### config.mk
export PLATFORM = sky130hd
export DESIGN_NAME = vga_timing_gen_flat
export DESIGN_NICKNAME = d
export VERILOG_FILES = /design/src/rtl/vga_pkg.sv /design/src/rtl/vga_timing_gen_if.sv /design/src/rtl/vga_mod_counter.sv /design/src/rtl/vga_timing_gen.sv /design/src/flat_wrapper.sv
export SDC_FILE = /design/constraint.sdc
export NUM_CORES = 1
export LEC_CHECK = 0
export ABC_AREA = 1
export CORE_MARGIN = 2
export CORE_UTILIZATION = 30
export CTS_BUF_LIST = sky130_fd_sc_hd__clkbuf_8
export CTS_CLUSTER_SIZE = 12
export DETAILED_ROUTE_END_ITERATION = 7
export GPL_TIMING_DRIVEN = 0
export PLACE_DENSITY = 0.47
export SKIP_CTS_REPAIR_TIMING = 1
export SYNTH_ARGS = -nofsm -noshare
export SYNTH_HDL_FRONTEND = slang
export SYNTH_SLANG_ARGS = --single-unit
### constraint.sdc
create_clock -name Clk -period 2.45 [get_ports Clk]
set_clock_uncertainty 0.15 [all_clocks]
set_input_delay 0.3675 -clock Clk [delete_from_list [all_inputs] [get_ports Clk]]
set_output_delay 0.3675 -clock Clk [all_outputs]
set_load 0.05 [all_outputs]
### src/rtl/vga_pkg.sv
// Default 640x480@60 raster constants and the coordinate type shared with the drawing logic.
package vga_pkg;

  typedef logic [9:0] coord_t;

  localparam int DEF_H_VISIBLE = 640;
  localparam int DEF_H_FP      = 16;
  localparam int DEF_H_SYNC    = 96;
  localparam int DEF_H_BP      = 48;
  localparam int DEF_V_VISIBLE = 480;
  localparam int DEF_V_FP      = 10;
  localparam int DEF_V_SYNC    = 2;
  localparam int DEF_V_BP      = 33;
  localparam int DEF_CLK_DIV   = 2;

  localparam int H_TOTAL  = DEF_H_VISIBLE + DEF_H_FP + DEF_H_SYNC + DEF_H_BP;
  localparam int V_TOTAL  = DEF_V_VISIBLE + DEF_V_FP + DEF_V_SYNC + DEF_V_BP;
  localparam int HS_START = DEF_H_VISIBLE + DEF_H_FP;
  localparam int HS_END   = HS_START + DEF_H_SYNC - 1;
  localparam int VS_START = DEF_V_VISIBLE + DEF_V_FP;
  localparam int VS_END   = VS_START + DEF_V_SYNC - 1;

endpackage

### src/rtl/vga_timing_gen_if.sv
// Raster timing bundle: the generator drives it (master), the display path consumes it (slave).
interface vga_timing_gen_if;
  import vga_pkg::*;

  logic       pixel_en;
  logic       pixel_clk;
  logic       hs;
  logic       vs;
  logic       blank;
  logic       sync;
  coord_t     DrawX;
  coord_t     DrawY;
  logic       frame_start;
  logic [7:0] frame_count;

  modport master (
    output pixel_en, pixel_clk, hs, vs, blank, sync,
    output DrawX, DrawY, frame_start, frame_count
  );

  modport slave (
    input pixel_en, pixel_clk, hs, vs, blank, sync,
    input DrawX, DrawY, frame_start, frame_count
  );

endinterface

### src/rtl/vga_mod_counter.sv
// Modulus-MODULUS up-counter with enable; count_next exposes the value loaded on the next edge.
// Single-cycle update when en is high; no backpressure, wrap flags the terminal count.
module vga_mod_counter #(
  parameter int MODULUS = 800,
  parameter int WIDTH   = 10
) (
  input  logic             clk,
  input  logic             rst_n,
  input  logic             en,
  output logic [WIDTH-1:0] count,
  output logic [WIDTH-1:0] count_next,
  output logic             wrap
);

  assign wrap = (count == WIDTH'(MODULUS - 1));

  always_comb begin
    count_next = count;
    if (en) begin
      count_next = wrap ? '0 : count + WIDTH'(1);
    end
  end

  always_ff @(posedge clk or negedge rst_n) begin
    if (!rst_n) begin
      count <= '0;
    end else begin
      count <= count_next;
    end
  end

endmodule

### src/rtl/vga_timing_gen.sv
// VGA raster generator: pixel-rate strobe from Clk, DrawX/DrawY counters, registered hs/vs/blank.
// Sync/blank share the counters' edge (zero skew); free-running, no backpressure.
module vga_timing_gen
  import vga_pkg::*;
#(
  parameter int H_VISIBLE = DEF_H_VISIBLE,
  parameter int H_FP      = DEF_H_FP,
  parameter int H_SYNC    = DEF_H_SYNC,
  parameter int H_BP      = DEF_H_BP,
  parameter int V_VISIBLE = DEF_V_VISIBLE,
  parameter int V_FP      = DEF_V_FP,
  parameter int V_SYNC    = DEF_V_SYNC,
  parameter int V_BP      = DEF_V_BP,
  parameter int CLK_DIV   = DEF_CLK_DIV
) (
  input  logic             Clk,
  input  logic             Reset_n,
  vga_timing_gen_if.master vga
);

  localparam int H_LEN = H_VISIBLE + H_FP + H_SYNC + H_BP;
  localparam int V_LEN = V_VISIBLE + V_FP + V_SYNC + V_BP;
  localparam int DIV_W = $clog2(CLK_DIV);

  localparam coord_t HS_LO = coord_t'(H_VISIBLE + H_FP);
  localparam coord_t HS_HI = coord_t'(H_VISIBLE + H_FP + H_SYNC - 1);
  localparam coord_t VS_LO = coord_t'(V_VISIBLE + V_FP);
  localparam coord_t VS_HI = coord_t'(V_VISIBLE + V_FP + V_SYNC - 1);
  localparam coord_t X_ACT = coord_t'(H_VISIBLE);
  localparam coord_t Y_ACT = coord_t'(V_VISIBLE);

  if (H_LEN > 1024) begin : g_bad_h_total
    $error("vga_timing_gen: horizontal total exceeds 1024");
  end
  if (V_LEN > 1024) begin : g_bad_v_total
    $error("vga_timing_gen: vertical total exceeds 1024");
  end
  if (CLK_DIV < 2) begin : g_bad_clk_div
    $error("vga_timing_gen: CLK_DIV must be at least 2");
  end

  logic [DIV_W-1:0] div;
  logic [DIV_W-1:0] div_next;
  logic             pixel_en;
  logic             pixel_clk;
  logic             hs;
  logic             vs;
  logic             blank;
  logic             frame_start;
  logic [7:0]       frame_count;
  coord_t           draw_x;
  coord_t           draw_y;
  coord_t           x_next;
  coord_t           y_next;
  logic             h_wrap;
  logic             v_wrap;
  logic             v_en;

  assign div_next = (div == DIV_W'(CLK_DIV - 1)) ? '0 : div + DIV_W'(1);

  // pixel_en is registered from the terminal divider count, so it lands CLK_DIV edges after reset
  always_ff @(posedge Clk or negedge Reset_n) begin
    if (!Reset_n) begin
      div       <= '0;
      pixel_en  <= 1'b0;
      pixel_clk <= 1'b0;
    end else begin
      div       <= div_next;
      pixel_en  <= (div == DIV_W'(CLK_DIV - 1));
      pixel_clk <= (div_next >= DIV_W'(CLK_DIV / 2));
    end
  end

  assign v_en = pixel_en & h_wrap;

  vga_mod_counter #(.MODULUS(H_LEN), .WIDTH(10)) u_h_cnt (
    .clk        (Clk),
    .rst_n      (Reset_n),
    .en         (pixel_en),
    .count      (draw_x),
    .count_next (x_next),
    .wrap       (h_wrap)
  );

  vga_mod_counter #(.MODULUS(V_LEN), .WIDTH(10)) u_v_cnt (
    .clk        (Clk),
    .rst_n      (Reset_n),
    .en         (v_en),
    .count      (draw_y),
    .count_next (y_next),
    .wrap       (v_wrap)
  );

  // Decoding the next coordinates keeps hs/vs/blank on the same edge as DrawX/DrawY
  always_ff @(posedge Clk or negedge Reset_n) begin
    if (!Reset_n) begin
      hs          <= 1'b1;
      vs          <= 1'b1;
      blank       <= 1'b0;
      frame_start <= 1'b0;
      frame_count <= '0;
    end else begin
      frame_start <= 1'b0;
      if (pixel_en) begin
        hs    <= !((x_next >= HS_LO) && (x_next <= HS_HI));
        vs    <= !((y_next >= VS_LO) && (y_next <= VS_HI));
        blank <= (x_next < X_ACT) && (y_next < Y_ACT);
        if (h_wrap && v_wrap) begin
          frame_start <= 1'b1;
          frame_count <= frame_count + 8'd1;
        end
      end
    end
  end

  assign vga.pixel_en    = pixel_en;
  assign vga.pixel_clk   = pixel_clk;
  assign vga.hs          = hs;
  assign vga.vs          = vs;
  assign vga.blank       = blank;
  assign vga.sync        = 1'b0;
  assign vga.DrawX       = draw_x;
  assign vga.DrawY       = draw_y;
  assign vga.frame_start = frame_start;
  assign vga.frame_count = frame_count;

endmodule

### src/flat_wrapper.sv
// flat-port wrapper written by rule: the top's interface ports become plain ports
module vga_timing_gen_flat import vga_pkg::*;
#(
  parameter int H_VISIBLE = DEF_H_VISIBLE,
  parameter int H_FP      = DEF_H_FP,
  parameter int H_SYNC    = DEF_H_SYNC,
  parameter int H_BP      = DEF_H_BP,
  parameter int V_VISIBLE = DEF_V_VISIBLE,
  parameter int V_FP      = DEF_V_FP,
  parameter int V_SYNC    = DEF_V_SYNC,
  parameter int V_BP      = DEF_V_BP,
  parameter int CLK_DIV   = DEF_CLK_DIV
)
  (Clk, Reset_n, vga_pixel_en, vga_pixel_clk, vga_hs, vga_vs, vga_blank, vga_sync, vga_DrawX, vga_DrawY, vga_frame_start, vga_frame_count);
  vga_timing_gen_if vga_i ();
  input  logic Clk;
  input  logic Reset_n;
  output wire logic [$bits(vga_i.pixel_en)-1:0] vga_pixel_en;
  output wire logic [$bits(vga_i.pixel_clk)-1:0] vga_pixel_clk;
  output wire logic [$bits(vga_i.hs)-1:0] vga_hs;
  output wire logic [$bits(vga_i.vs)-1:0] vga_vs;
  output wire logic [$bits(vga_i.blank)-1:0] vga_blank;
  output wire logic [$bits(vga_i.sync)-1:0] vga_sync;
  output wire logic [$bits(vga_i.DrawX)-1:0] vga_DrawX;
  output wire logic [$bits(vga_i.DrawY)-1:0] vga_DrawY;
  output wire logic [$bits(vga_i.frame_start)-1:0] vga_frame_start;
  output wire logic [$bits(vga_i.frame_count)-1:0] vga_frame_count;
  assign vga_pixel_en = vga_i.pixel_en;
  assign vga_pixel_clk = vga_i.pixel_clk;
  assign vga_hs = vga_i.hs;
  assign vga_vs = vga_i.vs;
  assign vga_blank = vga_i.blank;
  assign vga_sync = vga_i.sync;
  assign vga_DrawX = vga_i.DrawX;
  assign vga_DrawY = vga_i.DrawY;
  assign vga_frame_start = vga_i.frame_start;
  assign vga_frame_count = vga_i.frame_count;
  vga_timing_gen #(.H_VISIBLE(H_VISIBLE), .H_FP(H_FP), .H_SYNC(H_SYNC), .H_BP(H_BP), .V_VISIBLE(V_VISIBLE), .V_FP(V_FP), .V_SYNC(V_SYNC), .V_BP(V_BP), .CLK_DIV(CLK_DIV)) u_core (.Clk(Clk), .Reset_n(Reset_n), .vga(vga_i));
endmodule
==> impl_metrics.py, run 1 <==
metrics = {
    "run_status": {
        "status": "finished, violations left",
        "violations": "negative hold slack",
    },
    "detailed_routing": {
        "vias": 1725,
        "via_per_inst": 4.58,
        "dr.pass1.iters": 4,
        "wl_mm": 4.69,
        "route.detailed.drc": 0,
        "drtIter0Drc": 76,
        "ant_nets": 0,
        "wire_per_inst_um": 12.4,
    },
    "placement": {
        "io_buffers": 35,
        "gp_congestion": 0.779,
        "post-place-ws_ps": 429,
        "placed_cell_area_um2": 2460,
        "dp_hpwl_mm": 3.65,
    },
    "critical_path": {
        "required_ps": 1930,
        "cp_num_buf_inv": 1,
        "path_cells": "clkdlybuf4s50_1",
        "path_class": "reg -> out",
        "startpoint_type": "register",
        "cpMaxStageDelayCell": "clkdlybuf4s50_1",
        "arrival_ps": 1650,
        "rr_endpoint": "u_core.vga.frame_count[6]",
        "path_max_fanout": 6,
        "max_stage_delay_ps": 870,
        "reg2reg_depth": 9,
        "rr_startpoint": "u_core.u_v_cnt.count[0]",
        "reg2reg_slack_ps": 430,
        "crit_path_end_kind": "output pin",
        "path_delay_family": "buffers and inverters",
    },
    "timing": {
        "hold_ws_ps": -0.122,
        "tns_ps": 0,
        "fin_ws_ps": 278,
        "finalSetupViolCount": 0,
        "final_hold_viol_count": 1,
        "fin_crit_sh": 0.886,
        "drv_slew": 0,
        "slew_headroom": 0.497,
        "timing.fmax_mhz": 460,
        "period_needed_ps": 2170,
        "rsz0062_at_grt": "no",
        "tightest_slew_ps": 754,
    },
    "global_routing": {
        "grt_overflow_total": 0,
        "grt_max_degree": 35,
        "grt_pass1_vias": 1691,
        "grt_usage": 0.138,
        "grt_pass1_wl_mm": 8.07,
        "antenna_found_initial": 0,
    },
    "yosys": {
        "syn_inst": 257,
        "ys_types": 34,
        "synth_async_sr_flop_share": 1.00,
        "yosysWarnings": 0,
        "synth-seq-area-share": 0.423,
        "ys.flop_type": "dfrtp_1",
        "yosysTopAreaCellShare": 0.397,
        "synth_edf_count": 0,
        "synth_top_area_cell": "dfrtp_1",
        "synth_seq_cells": 34,
        "synth_area_um2": 2020,
        "avgSynthCellArea_um2": 7.84,
        "synthTopCellsByArea": "dfrtp_1 (40%), nand2_1 (12%), inv_1 (5.8%), nand3_1 (5.7%), nor2_1 (5.2%)",
        "synth.net_count": 263,
    },
    "clocking": {
        "htreeDepth": 2,
        "clock_latency_ps": 280,
        "cts-buffers-inserted": 5,
        "clock-sinks": 34,
        "cts_tree": "done",
        "clock_path_buffers": 2,
        "cts.clk_slew.worst_paths_ps": 70,
        "root_buffer": "clkbuf_8",
    },
    "layout": {
        "antenna_cells": 0,
        "fillCellCount": 688,
        "drive_gt1_frac": 0.163,
        "nNetsFinal": 305,
        "final_area_um2": 2550,
        "syn_to_final_growth_pct": 26.4,
    },
    "die": {
        "ios": 37,
        "die_width_um": 86.0,
        "start_util": 0.314,
        "rows": 29,
        "floorplan.die_area_um2": 7390,
        "die_height_um": 86.0,
        "coreArea_um2": 6420,
    },
    "power": {
        "vdd_drop_max_v": 0.000179,
        "powerDensity_nw_per_um2": 393,
        "leakagePower_nw": 1.19,
        "finalPower_mw": 1.00,
    },
    "flow_run": {
        "cap_violations": 0,
    },
    "min_path": {
        "hold_path.class": "in -> async",
    },
}
## power breakdown
group / total (mW) / switching [mW] / internal, mW
clock network: 0.426 / 0.203 / 0.223
registers: 0.561 / 0 / 0.561
logic: 0.0157 / 0.0140 / 0.00167
## logic make-up after synthesis
group           count (synthesis)  synth area share
compound gates                 12            0.0360
xor+xnor                       10            0.0435
fa+ha+maj                       4            0.0248
buf+inv                        41            0.0795
flops                          34             0.423
mux                             1           0.00559
other cells                     1           0.00186
simple gates                  154             0.385
## registers in the layout, indices dropped and copies added (netlist names)
| register | count |
|---|---|
| u_core.vga.frame_count | 8 |
| u_core.u_v_cnt.count | 10 |
| u_core.u_h_cnt.count | 10 |
| u_core.vga.pixel_en | 1 |
| u_core.vga.frame_start | 1 |
| u_core.vga.blank | 1 |
| u_core.vga.vs | 1 |
| u_core.vga.hs | 1 |
| u_core.div | 1 |
## synth_stat cells (all sizes together) (3+ instances only)
| library cell | number |
|---|---|
| nor2 | 37 |
| dfrtp | 32 |
| a21oi | 4 |
| nand4 | 7 |
| o21ai | 5 |
| or2 | 3 |
| nand3 | 27 |
| nor3 | 9 |
| xnor2 | 3 |
| inv | 38 |
| nand2 | 70 |
| ha | 4 |
| xor2 | 7 |
## cells in the final DEF (no fill, tap or decap), types with 3 or more instances in the layout
| master | count |
|---|---|
| inv_2 | 7 |
| nand3_2 | 4 |
| nor2_2 | 5 |
| nor2_1 | 28 |
| clkbuf_8 | 6 |
| inv_1 | 32 |
| a21oi_1 | 3 |
| xnor2_1 | 3 |
| nand2_1 | 67 |
| nand4_1 | 5 |
| ha_1 | 4 |
| nor2_4 | 4 |
| nand3_1 | 23 |
| dfrtp_1 | 32 |
| nor3_2 | 7 |
| clkdlybuf4s50_1 | 34 |
| xor2_1 | 7 |
| nand2_2 | 3 |
| o21ai_1 | 3 |
## through the flow
step                cells   util
CTS                   377  0.397
floorplan             257      -
detailed placement    369  0.383
global route          377  0.397
global placement      369  0.383
finish                377  0.397
## worst max-delay path by stage
stage                                       start                         to  slack, ps  cells past startpoint
final                     u_core.u_h_cnt.count[6]               vga_DrawX[6]        280                      1
after global routing      u_core.u_v_cnt.count[0]  u_core.vga.frame_count[6]        210                      9
after floorplan           u_core.u_h_cnt.count[1]  u_core.vga.frame_count[5]        350                      7
after CTS                 u_core.u_h_cnt.count[6]               vga_DrawX[6]        280                      1
after detailed placement  u_core.u_v_cnt.count[0]  u_core.vga.frame_count[6]        430                      9
after global placement                    Reset_n    u_core.u_v_cnt.count[8]         10                      1
## cell type report
| type | count | area, µm² | share of cell area |
|---|---|---|---|
| Buffer | 2 | 12.5 | 0.00491 |
| Tap cell | 77 | 96.3 | 0.0378 |
| Sequential cell | 34 | 853 | 0.335 |
| Multi-Input combinational cell | 182 | 1000 | 0.393 |
| Clock inverter | 2 | 8.76 | 0.00344 |
| Clock buffer | 6 | 82.6 | 0.0324 |
| Timing Repair Buffer | 35 | 345 | 0.135 |
| Inverter | 39 | 148 | 0.0579 |
## routing by layer
metal | share of wire | up-vias | global-route usage
met1 | 0.51 | 780 | 0.198
met5 | 0 | - | 0
met2 | 0.43 | 41 | 0.202
li1 | - | 894 | -
met4 | 0.023 | 0 | 0.0534
met3 | 0.041 | 10 | 0.0269
(Power assumes the default switching activity.)
==> inputs of run 2 (changes only) <==
CORE_MARGIN = default   (was 2)
TNS_END_PERCENT = 30   (was default)
==> run 2 against run 1 <==
The flow finishes with violations (design-rule violations). Sequential share of layout area stayed put. Clock-buffer cell count stayed put. Fmax is 1.6% higher. Largest cell class unchanged. Largest power group unchanged.
==> impl_metrics.py, run 2 (synthesized netlist as in run 1, its figures left out) <==
metrics = {
    "layout": {
        "reg.largest.list": "u_core.u_h_cnt.count: 10 flops, u_core.u_v_cnt.count: 10 flops, u_core.vga.frame_count: 8 flops",
        "final_common_cell": "nand2_1",
        "syn_to_final_growth_pct": 26.4,
        "drive_gt1_frac": 0.163,
        "antenna_cells": 0,
        "most-common-layout-cells": "nand2_1 (67), clkdlybuf4s50_1 (34), inv_1 (32), dfrtp_1 (32), nor2_1 (28)",
        "fillCellCount": 685,
        "nNetsFinal": 305,
    },
    "critical_path": {
        "path_cells": "clkdlybuf4s50_1",
        "reg2reg_depth": 9,
        "crit_cells": 1,
        "worstSetupStartpoint": "u_core.u_h_cnt.count[6]",
        "cp_num_buf_inv": 1,
        "cpMaxStageDelayCell": "clkdlybuf4s50_1",
        "startpoint_type": "register",
        "rr_startpoint": "u_core.u_v_cnt.count[0]",
        "max_stage_delay_ps": 860,
        "path_delay_family": "buffers and inverters",
        "required_ps": 1930,
        "crit_path_end_kind": "output pin",
        "path_max_fanout": 6,
        "path_class": "reg -> out",
        "arrival_ps": 1620,
    },
    "timing": {
        "tightest_slew_ps": 764,
        "rsz0062_at_grt": "no",
        "final_hold_viol_count": 0,
        "slew_headroom": 0.491,
        "finalSetupViolCount": 0,
        "fin_crit_sh": 0.872,
        "timing.fmax_mhz": 468,
        "period_needed_ps": 2140,
        "tns_ps": 0,
        "drv_slew": 0,
    },
    "global_routing": {
        "grt_usage": 0.151,
        "grt_pass1_vias": 1753,
        "grt_overflow_total": 0,
        "antenna_found_initial": 0,
        "grt_pass1_wl_mm": 8.38,
        "grt_max_degree": 35,
    },
    "detailed_routing": {
        "vias": 1730,
        "route.detailed.drc": 6,
        "via_per_inst": 4.59,
        "dr.pass1.iters": 6,
        "wl_mm": 4.72,
        "ant_nets": 0,
        "wire_per_inst_um": 12.5,
        "drtIter0Drc": 67,
    },
    "clocking": {
        "cts-buffers-inserted": 5,
        "clock-sinks": 34,
        "clock_latency_ps": 280,
        "htreeDepth": 2,
        "root_buffer": "clkbuf_8",
        "cts.clk_slew.worst_paths_ps": 70,
        "clock_path_buffers": 2,
        "cts_tree": "done",
    },
    "power": {
        "finalPower_uw": 998,
        "powerDensity_nw_per_um2": 392,
        "vdd_drop_max_v": 0.000175,
        "leakagePower_nw": 1.19,
    },
    "die": {
        "die_width_um": 84.0,
        "rows": 29,
        "ios": 37,
        "die_height_um": 84.0,
        "start_util": 0.314,
        "coreArea_um2": 6420,
        "floorplan.die_area_um2": 7050,
    },
    "run_status": {
        "status": "finished, violations left",
        "violations": "design-rule violations",
    },
    "placement": {
        "io_buffers": 35,
        "dp_hpwl_mm": 3.67,
        "gp_congestion": 0.831,
    },
    "flow_run": {
        "cap_violations": 0,
    },
    "min_path": {
        "hold_path.class": "in -> async",
    },
}
run 2: cell counts in the layout (fill, tap and decap cells not counted):
No cell type changed its count.
run 2: stage by stage:
stage / instances / setup WS, ps / hold WS, ps / utilization / cell area [µm²]
2_1_floorplan: 257 / 347 / -78.1 / - / 2020
6_report: 377 / 313 / 0.941 / 0.397 / 2550
4_1_cts: 377 / 296 / 38.9 / 0.397 / 2550
3_5_place_dp: 369 / 390 / 247 / 0.383 / 2460
5_1_grt: 377 / 166 / 69.7 / 0.397 / 2550
3_3_place_gp: 369 / 25.1 / 238 / 0.383 / 2460
run 2: area by class of cell:
cell class,count,area [µm²],area share
multi-input combinational,182,1000,0.393
sequential,34,853,0.335
timing repair buffer,35,345,0.135
inverter,39,148,0.0579
tap,77,96.3,0.0378
clock buffer,6,82.6,0.0324
buffer,2,12.5,0.00491
clock inverter,2,8.76,0.00344
run 2: layer usage:
metal,global-route usage,routed length [µm]
met1,0.202,2370
met2,0.237,2100
met4,0.0611,92
met5,0,0
met3,0.0307,163
run 2: report_power, final:
| part | switching, mW | internal [mW] | total [mW] |
|---|---|---|---|
| Clock | 0.198 | 0.222 | 0.421 |
| Sequential | 0 | 0.561 | 0.561 |
| Combinational | 0.0141 | 0.00167 | 0.0158 |
run 2: final timing paths:
| path | endpoint | slack, ps |
|---|---|---|
| worst max register to register | u_core.vga.frame_count[6] | 400 |
| worst max-delay path | vga_DrawX[6] | 310 |
| worst min-delay path | u_core.div | 0.9 |
| worst min register to register | u_core.vga.pixel_en | 260 |
| max in group asynchronous | u_core.u_v_cnt.count[8] | 1650 |
| min in group Clk | u_core.vga.pixel_en | 260 |
==> inputs of run 3 (changes only) <==
==> constraint.sdc (replaced) <==
create_clock -name Clk -period 2.45 [get_ports Clk]
set_clock_uncertainty 0.15 [all_clocks]
set_input_delay 0.49 -clock Clk [delete_from_list [all_inputs] [get_ports Clk]]
set_output_delay 0.49 -clock Clk [all_outputs]
set_load 0.05 [all_outputs]
==> results of run 3 <==
Same layout as run 2 (identical final DEF). Status: finished, violations left: design-rule violations.
Among the figures that moved: setup slack after layout 313 ps -> 190 ps; hold slack 0.941 ps -> 123 ps
